`config.mk`:
```
export PLATFORM = sky130hd
export DESIGN_NAME = disp_driver_flat
export DESIGN_NICKNAME = d
export VERILOG_FILES = /design/src/rtl/calc_pkg.sv /design/src/rtl/disp_driver_if.sv /design/src/rtl/bin2bcd_seq.sv /design/src/rtl/disp_driver.sv /design/src/flat_wrapper.sv
export SDC_FILE = /design/constraint.sdc
export NUM_CORES = 1
export LEC_CHECK = 0
export BUFFER_PORTS_ARGS = -buffer_cell sky130_fd_sc_hd__buf_2
export CAP_MARGIN = 10
export CELL_PAD_IN_SITES_DETAIL_PLACEMENT = 0
export CELL_PAD_IN_SITES_GLOBAL_PLACEMENT = 1
export CORE_ASPECT_RATIO = 0.75
export CORE_MARGIN = 8
export CORE_UTILIZATION = 51
export CTS_CLUSTER_SIZE = 24
export DETAILED_ROUTE_END_ITERATION = 8
export HOLD_SLACK_MARGIN = 0.03
export PLACE_DENSITY_LB_ADDON = 0.1
export SYNTH_ARGS = -nofsm -noshare
export SYNTH_HDL_FRONTEND = slang
export SYNTH_SLANG_ARGS = --single-unit
export TNS_END_PERCENT = 20
```
`constraint.sdc`:
```
create_clock -name clk -period 6.16 [get_ports clk]
set_input_delay 0.308 -clock clk [delete_from_list [all_inputs] [get_ports clk]]
set_output_delay 0.308 -clock clk [all_outputs]
set_load 0.03 [all_outputs]
```
`src/rtl/calc_pkg.sv`:
```
// calc_pkg - shared constants, display codes and segment decode for the result display path.
// Rev 1.0
`default_nettype none

package calc_pkg;

  localparam int NUM_DIGITS = 6;
  localparam int DATA_W     = 16;
  localparam int BCD_W      = 20;

  localparam logic [6:0] SEG_BLANK = 7'h7F;
  localparam logic [6:0] SEG_MINUS = 7'h3F;
  localparam logic [6:0] SEG_DIGIT [0:9] = '{
    7'h40, 7'h79, 7'h24, 7'h30, 7'h19,
    7'h12, 7'h02, 7'h78, 7'h00, 7'h10
  };

  typedef logic [3:0] digit_code_t;
  localparam digit_code_t CODE_MINUS = 4'hA;
  localparam digit_code_t CODE_BLANK = 4'hF;

  typedef enum logic [1:0] {
    IDLE   = 2'd0,
    CONV   = 2'd1,
    COMMIT = 2'd2
  } disp_state_t;

  function automatic logic [6:0] seg_of(input digit_code_t code);
    logic [6:0] s;
    s = SEG_BLANK;
    for (int i = 0; i < 10; i++) begin
      if (code == 4'(i)) s = SEG_DIGIT[i];
    end
    if (code == CODE_MINUS) s = SEG_MINUS;
    return s;
  endfunction

endpackage

`default_nettype wire

```
`src/rtl/disp_driver_if.sv`:
```
// disp_driver_if - result/completion input and seven-segment scan outputs of the display driver.
// Rev 1.0
`default_nettype none

interface disp_driver_if;
  import calc_pkg::*;

  logic [DATA_W-1:0]     value_in;
  logic                  load;
  logic                  busy;
  logic [6:0]            seg_out;
  logic [NUM_DIGITS-1:0] an_out;

  modport master (
    output value_in, load,
    input  busy, seg_out, an_out
  );

  modport slave (
    input  value_in, load,
    output busy, seg_out, an_out
  );

endinterface

`default_nettype wire

```
`src/rtl/bin2bcd_seq.sv`:
```
// bin2bcd_seq - sequential double-dabble, one add-3/shift step per cycle, 16 steps per conversion.
// Rev 1.0
`default_nettype none

module bin2bcd_seq
  import calc_pkg::*;
(
  input  logic              clk,
  input  logic              RST,
  input  logic              start,
  input  logic [DATA_W:0]   mag,
  output logic              busy,
  output logic              done,
  output logic [BCD_W-1:0]  bcd
);

  logic [DATA_W-1:0] mag_sr;
  logic [3:0]        iter;
  logic [BCD_W-1:0]  bcd_adj;

  always_comb begin
    bcd_adj = bcd;
    for (int d = 0; d < BCD_W / 4; d++) begin
      if (bcd[4*d +: 4] >= 4'd5) bcd_adj[4*d +: 4] = bcd[4*d +: 4] + 4'd3;
    end
  end

  // High during the final step, so the caller can commit on the very next edge.
  assign done = busy && (iter == 4'd0);

  always_ff @(posedge clk or posedge RST) begin
    if (RST) begin
      busy   <= 1'b0;
      iter   <= 4'd0;
      mag_sr <= '0;
      bcd    <= '0;
    end else if (start) begin
      busy   <= 1'b1;
      iter   <= 4'd15;
      mag_sr <= mag[DATA_W-1:0];
      // Bit 16 enters as the already-shifted first bit; no add-3 can precede it.
      bcd    <= {{(BCD_W-1){1'b0}}, mag[DATA_W]};
    end else if (busy) begin
      {bcd, mag_sr} <= {bcd_adj, mag_sr} << 1;
      iter          <= iter - 4'd1;
      if (iter == 4'd0) busy <= 1'b0;
    end
  end

endmodule

`default_nettype wire

```
`src/rtl/disp_driver.sv`:
```
// disp_driver - signed result to sign + 5 BCD digits with zero suppression, scanned onto 6 common-anode digits.
// Rev 1.0
`default_nettype none

module disp_driver
  import calc_pkg::*;
#(
  parameter int REFRESH_TICKS = 1000,
  parameter int CNT_W         = 16
)
(
  input  logic        clk,
  input  logic        RST,
  disp_driver_if.slave bus
);

  disp_state_t       state, next_state;
  logic              start;
  logic              conv_busy;
  logic              conv_done;
  logic              sign;
  logic              lead;
  logic [BCD_W-1:0]  bcd;
  logic [DATA_W:0]   mag;
  digit_code_t       disp      [NUM_DIGITS];
  digit_code_t       disp_next [NUM_DIGITS];
  logic [CNT_W-1:0]  presc;
  logic [2:0]        scan_idx;

  // 17-bit negate so that -32768 yields +32768.
  assign mag = bus.value_in[DATA_W-1] ? -{1'b1, bus.value_in} : {1'b0, bus.value_in};

  bin2bcd_seq u_bin2bcd (
    .clk   (clk),
    .RST   (RST),
    .start (start),
    .mag   (mag),
    .busy  (conv_busy),
    .done  (conv_done),
    .bcd   (bcd)
  );

  always_comb begin
    next_state = state;
    start      = 1'b0;
    case (state)
      IDLE: begin
        if (bus.load && !conv_busy) begin
          start      = 1'b1;
          next_state = CONV;
        end
      end
      CONV:    if (conv_done) next_state = COMMIT;
      COMMIT:  next_state = IDLE;
      default: next_state = IDLE;
    endcase
  end

  // Walk from the most significant magnitude digit down; blank until the first nonzero.
  always_comb begin
    lead = 1'b1;
    for (int d = NUM_DIGITS - 2; d >= 0; d--) begin
      if ((bcd[4*d +: 4] != 4'd0) || (d == 0)) lead = 1'b0;
      disp_next[d] = lead ? CODE_BLANK : bcd[4*d +: 4];
    end
    disp_next[NUM_DIGITS-1] = sign ? CODE_MINUS : CODE_BLANK;
  end

  always_ff @(posedge clk or posedge RST) begin
    if (RST) begin
      state    <= IDLE;
      bus.busy <= 1'b0;
      sign     <= 1'b0;
      for (int d = 0; d < NUM_DIGITS; d++) disp[d] <= CODE_BLANK;
    end else begin
      state    <= next_state;
      bus.busy <= (next_state != IDLE);
      if (start) sign <= bus.value_in[DATA_W-1];
      if (state == COMMIT) begin
        for (int d = 0; d < NUM_DIGITS; d++) disp[d] <= disp_next[d];
      end
    end
  end

  // an_out and seg_out both derive from scan_idx in the same edge, so they never disagree.
  always_ff @(posedge clk or posedge RST) begin
    if (RST) begin
      presc       <= '0;
      scan_idx    <= 3'd0;
      bus.an_out  <= ~NUM_DIGITS'(1);
      bus.seg_out <= SEG_BLANK;
    end else begin
      if (presc == CNT_W'(REFRESH_TICKS - 1)) begin
        presc    <= '0;
        scan_idx <= (scan_idx == 3'(NUM_DIGITS - 1)) ? 3'd0 : scan_idx + 3'd1;
      end else begin
        presc <= presc + 1'b1;
      end
      bus.an_out  <= ~(NUM_DIGITS'(1) << scan_idx);
      bus.seg_out <= seg_of(disp[scan_idx]);
    end
  end

endmodule

`default_nettype wire

```
`src/flat_wrapper.sv`:
```
// flat-port wrapper written by rule: the top's interface ports become plain ports
module disp_driver_flat import calc_pkg::*;
#(
  parameter int REFRESH_TICKS = 1000,
  parameter int CNT_W         = 16
)
  (clk, RST, bus_value_in, bus_load, bus_busy, bus_seg_out, bus_an_out);
  disp_driver_if bus_i ();
  input  logic clk;
  input  logic RST;
  input wire logic [$bits(bus_i.value_in)-1:0] bus_value_in;
  input wire logic [$bits(bus_i.load)-1:0] bus_load;
  output wire logic [$bits(bus_i.busy)-1:0] bus_busy;
  output wire logic [$bits(bus_i.seg_out)-1:0] bus_seg_out;
  output wire logic [$bits(bus_i.an_out)-1:0] bus_an_out;
  assign bus_i.value_in = bus_value_in;
  assign bus_i.load = bus_load;
  assign bus_busy = bus_i.busy;
  assign bus_seg_out = bus_i.seg_out;
  assign bus_an_out = bus_i.an_out;
  disp_driver #(.REFRESH_TICKS(REFRESH_TICKS), .CNT_W(CNT_W)) u_core (.clk(clk), .RST(RST), .bus(bus_i));
endmodule
```
After elaboration in Yosys (flattened, before gate mapping)
Cells that the tools add are included.
- bits in registers: 101
- bits of input ports: 19
- output and inout port bits: 14
- word-level logic and storage cells: 106
- $lt $le $gt $ge: 6
- shift-type cells: 1
- add/sub/neg operators: 9
- bitwise operators: 2
- mux-type cells: 45
- equal/unequal tests: 14
- reductions and logical operators: 12
- operators by type and width (operator ; count):
    $mux 7 ; 9
    $mux 16 ; 3
    $mux 4 ; 12
    $mux 20 ; 2
    $ge 4x3->1 const B ; 5
    $mux 17 ; 1
    $neg 17->17 ; 1
    $add 16x1->16 const B ; 1
    $add 4x2->4 const B ; 4
    $eq 16x10->1 const B ; 1
    $eq 4x3->1 const B ; 4
    $reduce_bool 4->1 ; 4
    $bmux 4 s3 ; 1
    $eq 4x4->1 const B ; 3
    $mux 6 ; 2
    $mux 1 ; 9
    $mux 3 ; 3
    $eq 4x2->1 const B ; 2
    $logic_not 4->1 ; 2
    $not 6->6 ; 1
    $shl 1x3->6 const A ; 1
    $eq 4x1->1 const B ; 1
    $ge 4x4->1 const B ; 1
    $mux 2 ; 2
    other kinds (12) ; 14

Logic depth before layout (Yosys ltp)
- word-level depth: 16
- depth in mapped cells: 8
- gate-level depth less buffers: 7

Cells and area by module
A second synthesis with hierarchy kept.
- cells, all modules: 505
- area, all modules: 5156.2 µm²
- by module, submodules not included (module ; area each (µm²) ; cells an instance ; seq. area each (µm²) ; instances):
    disp_driver ; 2936.6 ; 272 ; 1467.7 ; 1
    bin2bcd_seq ; 2219.6 ; 233 ; 1026.0 ; 1

Worst setup path after synthesis
OpenSTA, ideal clock, no wires.
- path kind: reg-to-reg
- start point: register u_core.scan_idx[1]
- end point: register u_core.bus.seg_out[0]
- stages on the path, launching flop included: 8
- library setup time: 0.098 ns
- period minus slack after synthesis: 1.872 ns
- slack: 4.288 ns
- data arrival time: 1.773 ns
- buffers on the path: 2
- data required time: 6.062 ns
- cell sequence: dfrtp_1 buf_6 mux2i_1 nor2_1 or3_1 buf_2 or4_4 o311ai_1
- cells in the longest elaborated chain, start to end: 16
- elaborated cells between the ends (all ways): 26
- classes of those cells: eq/ne (10); mux (14); bitwise (1); reduce/logical (1)
- RTL lines (what ; RTL line ; RTL):
    start, declared ; disp_driver.sv:28 ; logic [2:0] scan_idx;
    start signal, assigned ; disp_driver.sv:95 ; scan_idx <= (scan_idx == 3'(NUM_DIGITS - 1)) ? 3'd0 : scan_idx + 3'd1;
    $not 3->4 (implied by the code) (*) ; disp_driver.sv:100 ; bus.seg_out <= seg_of(disp[scan_idx]);
    $bmux 4 s3 (*) ; disp_driver.sv:100 ;
    $mux 4 (implied by the code) (*) (2 in series) ; disp_driver.sv:100 ;
    $logic_not 4->1 ; calc_pkg.sv:32 ; if (code == 4'(i)) s = SEG_DIGIT[i];
    $mux 6 (2 in series) ; calc_pkg.sv:32 ;
    $mux 7 (8 in series) ; calc_pkg.sv:32 ;
    $mux 7 (*) ; calc_pkg.sv:34 ; if (code == CODE_MINUS) s = SEG_MINUS;
    end signal, assigned ; disp_driver.sv:100 ;
    end, declared ; disp_driver_if.sv:21 ; output busy, seg_out, an_out
Every way passes the cells marked *; elsewhere a longest branch is shown, timed or not. The select of a mux whose other input is x is not followed.
A chain may end at the register's enable or synchronous reset.

Worst setup path in the final report
- start point: register u_core.u_bin2bcd.busy
- end point: register u_core.u_bin2bcd.mag_sr[13]
- cells in the longest elaborated chain, start to end: 5
- elaborated cells between the ends (all ways): 6
- classes of those cells: mux (3); reduce/logical (3)
- RTL lines (what ; RTL line ; RTL):
    start, declared ; bin2bcd_seq.sv:12 ; output logic busy,
    start signal, assigned ; bin2bcd_seq.sv:33 ; busy <= 1'b0;
    start signal, assigned ; bin2bcd_seq.sv:38 ; busy <= 1'b1;
    start signal, assigned ; bin2bcd_seq.sv:46 ; if (iter == 4'd0) busy <= 1'b0;
    $logic_not 1->1 ; disp_driver.sv:48 ; if (bus.load && !conv_busy) begin
    $logic_and 1x1->1 ; disp_driver.sv:48 ;
    $mux 1 ; disp_driver.sv:48 ;
    $mux 1 ; disp_driver.sv:46 ; case (state)
    $mux 16 or $reduce_bool 2->1 (tied branches) ; - ;
    end signal, assigned ; bin2bcd_seq.sv:40 ; mag_sr <= mag[DATA_W-1:0];
    end signal, assigned ; bin2bcd_seq.sv:44 ; {bcd, mag_sr} <= {bcd_adj, mag_sr} << 1;
    end, declared ; bin2bcd_seq.sv:17 ; logic [DATA_W-1:0] mag_sr;
Several ways; a longest one is shown, not always the timed one.

==> results.cfg <==
[finish]
ff_latch_area_um2 = 2495
mostFrequentLayoutCell = nand2_1
design.final.nets = 587
drive_gt1_share_pct = 17.09
layout_common_cells = nand2_1, dfrtp_1, nor2_1
syn2layout_area_growth_pct = 10.80
fill_cells = 821
multiInputGateArea_um2 = 2386
fin_area_um2 = 5620
insertedDiodeCount = 0

[logic_synthesis]
synth_async_sr_flop_share_pct = 100.0
largest_family_of_logic_cells_by_synthesized_area = simple AND/OR/NAND/NOR gates
synth-xor-area-share_pct = 6.043
synth_enable_flop_cells = 0
ys_dominant_reg_cell = dfrtp_1
synthesis.yosys.warnings = 0
synth_area_um2 = 5072
syn-instance-count = 529
postSynthRegisterBits = 98
synth.yosys.seq_area_share_pct = 49.16
synthesis.area_per_instance_um2 = 9.589
netlist.area_leader.share_pct = 32.07
post_synth_mux_area_share_pct = 3.404
synth_compound_area_share_pct = 13.71
ys_types = 50
ys_top_cells_by_area = dfrtp_1, dfstp_2, nand2_1, ha_1, o21ai_0
post_syn_nets = 565
synth.largest_area_cell = dfrtp_1
synth_simple_gate_area_share_pct = 19.68
synthAdderAreaFrac_pct = 4.193

[sta]
minimum_hold_slack_ps = 28.23
finalSetupViolCount = 0
relSlewSlack_pct = 40.38
timing.final.max_slew_violations = 0
finalWorstPathRequiredPeriod_ps = 2391
fmax_mhz = 418.2
fin_tns_setup_ps = 0
setup_ws_ps = 3769
hold_viol_final = 0
worst-slew-pin-transition_ps = 891.0
timing.clock.skew_ps = 4.776
grt_setup_unrepaired = no
finalCritPeriodShare_pct = 38.82

[power]
power.static_leakage_nw = 2.507
share_comb_of_total_power_pct = 34.4
power.ir.vdd_worst_uv = 237.9
p_int_mw = 1.572
seq_power_share_pct = 43.2
p_per_area_nw_per_um2 = 437.4
design_power_total_mw = 2.458
sw_frac_of_total_pct = 36.05
power_frac_clock_pct = 22.4
power.net_switching_mw = 0.8863

[critical_path]
worst_setup_path_start_kind = flip-flop
crit_arrival_ps = 2650
count_of_cells_along_the_worst_register_to_register_path = 7
critical_path.endpoint = u_core.u_bin2bcd.mag_sr[13]$_DFFE_PP0P_
worstPathRequired_ps = 6420
timing.critical_path.slowest_stage_cell = nor2_1
cpPeakStageDelay_ps = 690
critPathCaptureType = flip-flop
critical_path_fanout_max = 61
sequence_of_cells_on_the_critical_path = buf_4, nor4b_2, buf_4, nor2_1, a22o_1, a21oi_1, o21ai_0
reg2reg_slack_ps = 3770
timing_worst_setup_path_type = flip-flop to flip-flop
crit_path_start = u_core.u_bin2bcd.busy$_DFF_PP0_
timing.rr.start = u_core.u_bin2bcd.busy$_DFF_PP0_
r2r-end = u_core.u_bin2bcd.mag_sr[13]$_DFFE_PP0P_
crit_path_frequent_cell = buf_4

[route]
route.detailed.vias_per_inst = 5.375
via_count = 3698
drt_iter0_drc = 196
drc = 0
route.detailed.wl_per_inst_um = 14.74
wl_met1_mm = 5.429
wl_met2_mm = 4.387
routed.top_layer = met4
routed-wl-met3_um = 256
detail_route.wirelength_mm = 10.14
antenna_violating_nets_post_route = 0
firstDrtPassIters = 5

[grt]
grt_overflow = 0
initial_antenna_violation_count = 0
grt.total_usage_pct = 15.79
via_count_of_the_first_global_routing_pass = 3568
grt_start_max_net_pins = 62
grt_pass1_wl_mm = 17.28

[placement]
gp_congestion = 0.7571
port_buffers = 32
hpwlAfterDp_mm = 7.254
postPlaceCellArea_um2 = 5325
preCtsSetupSlack_ps = 3771

[floorplan]
floorplan.rows = 31
pin_count = 33
initial_cell_density_of_the_core_pct = 52.52
floorplan.die_area_um2 = 13430
die_x_um = 131.2
die_height_um = 102.4
core_ar_um2 = 9658

[hold_path]
worst_hold_path_type = input port to async pin

[cts]
post_cts_resize_count = 0
clk-insertion-delay-late_ps = 340
cts_buffer_depth = 2
htree_num_levels = 3
cts_tree = built
numClockSinks = 98
clk_pin_slew_worst_paths_ps = 60
postCtsHoldBufs = 0
cts.root.buffer_cell = clkbuf_16
post-cts-setup-buffers = 0
cts-buffers-inserted = 9

[flow_run]
max-cap-violations = 0

[outcome]
status = finished, final reports clean
## area by class of cell
class	instances	share of cell area, %
sequential	98	44.39
tap	132	2.939
clock inverter	6	1.002
multi-input combinational	384	42.45
clock buffer	10	4.252
timing repair buffer	37	3.517
inverter	21	1.447
## worst min path at each step
stage,to,slack (ps),cells past startpoint
after floorplan,u_core.u_bin2bcd.mag_sr[15]$_DFFE_PP0P_,400,1
after global placement,u_core.u_bin2bcd.bcd[8]$_DFFE_PP0P_,400,2
after detailed placement,u_core.u_bin2bcd.bcd[6]$_DFFE_PP0P_,420,2
after CTS,u_core.u_bin2bcd.bcd[6]$_DFFE_PP0P_,50,2
after global routing,u_core.u_bin2bcd.bcd[6]$_DFFE_PP0P_,70,2
final,u_core.u_bin2bcd.bcd[6]$_DFFE_PP0P_,30,2
## state kept, by name, summed over array words and instances (netlist names)
name / flops
u_core.scan_idx: 3
u_core.bus.busy: 1
u_core.u_bin2bcd.bcd: 20
u_core.disp: 21
u_core.sign: 1
u_core.u_bin2bcd.busy: 1
u_core.state: 2
u_core.u_bin2bcd.iter: 4
u_core.bus.seg_out: 7
u_core.u_bin2bcd.mag_sr: 16
u_core.bus.an_out: 6
u_core.presc: 16
## metrics by stage
stage | utilization (%) | std cells
global route | 58.19 | 688
global placement | 55.14 | 672
CTS | 58.19 | 688
detailed placement | 55.14 | 672
floorplan | - | 529
finish | 58.19 | 688
## kinds of logic after synthesis
group,Yosys count
AND/OR/NAND/NOR,204
AO/OA/AOI/OAI,111
flip-flops,98
buffers and inverters,47
XOR/XNOR,35
multiplexers,17
adder cells (fa/ha/maj),17
## critical path, delay by kind of cell (launching register included)
| family | cells | cell delay (ps) |
|---|---|---|
| DFF | 1 | 340 |
| buffers and inverters | 2 | 730 |
| and+or+nand+nor | 2 | 810 |
| AOI/OAI and AO/OA | 3 | 400 |
## cells in the mapped netlist, types with 11 or more instances
| cell | count |
|---|---|
| nand2_1 | 82 |
| dfrtp_1 | 65 |
| nor2_1 | 41 |
| o21ai_0 | 36 |
| dfstp_2 | 33 |
| a21oi_1 | 27 |
| inv_1 | 21 |
| xnor2_1 | 18 |
| clkbuf_1 | 17 |
| ha_1 | 17 |
| xor2_1 | 17 |
| mux2i_1 | 15 |
| nand2b_1 | 15 |
| o31ai_1 | 13 |
| nor3_1 | 11 |
## routing by layer
| layer | global-route usage [%] | vias to the layer above |
|---|---|---|
| met5 | 0 | - |
| met4 | 5.338 | 0 |
| met3 | 3.585 | 6 |
| met2 | 23.03 | 36 |
| met1 | 22.61 | 1785 |
| li1 | - | 1871 |
## power groups by stage
stage	sequential, mW	clock, mW	combinational (mW)
after floorplan	1.04	0	0.664
after CTS	1.06	0.570	0.855
after detailed placement	1.07	0	0.851
after global routing	1.08	0.592	0.974
final	1.06	0.551	0.846
after global placement	1.07	0	0.826
(Power assumes the default switching activity.)
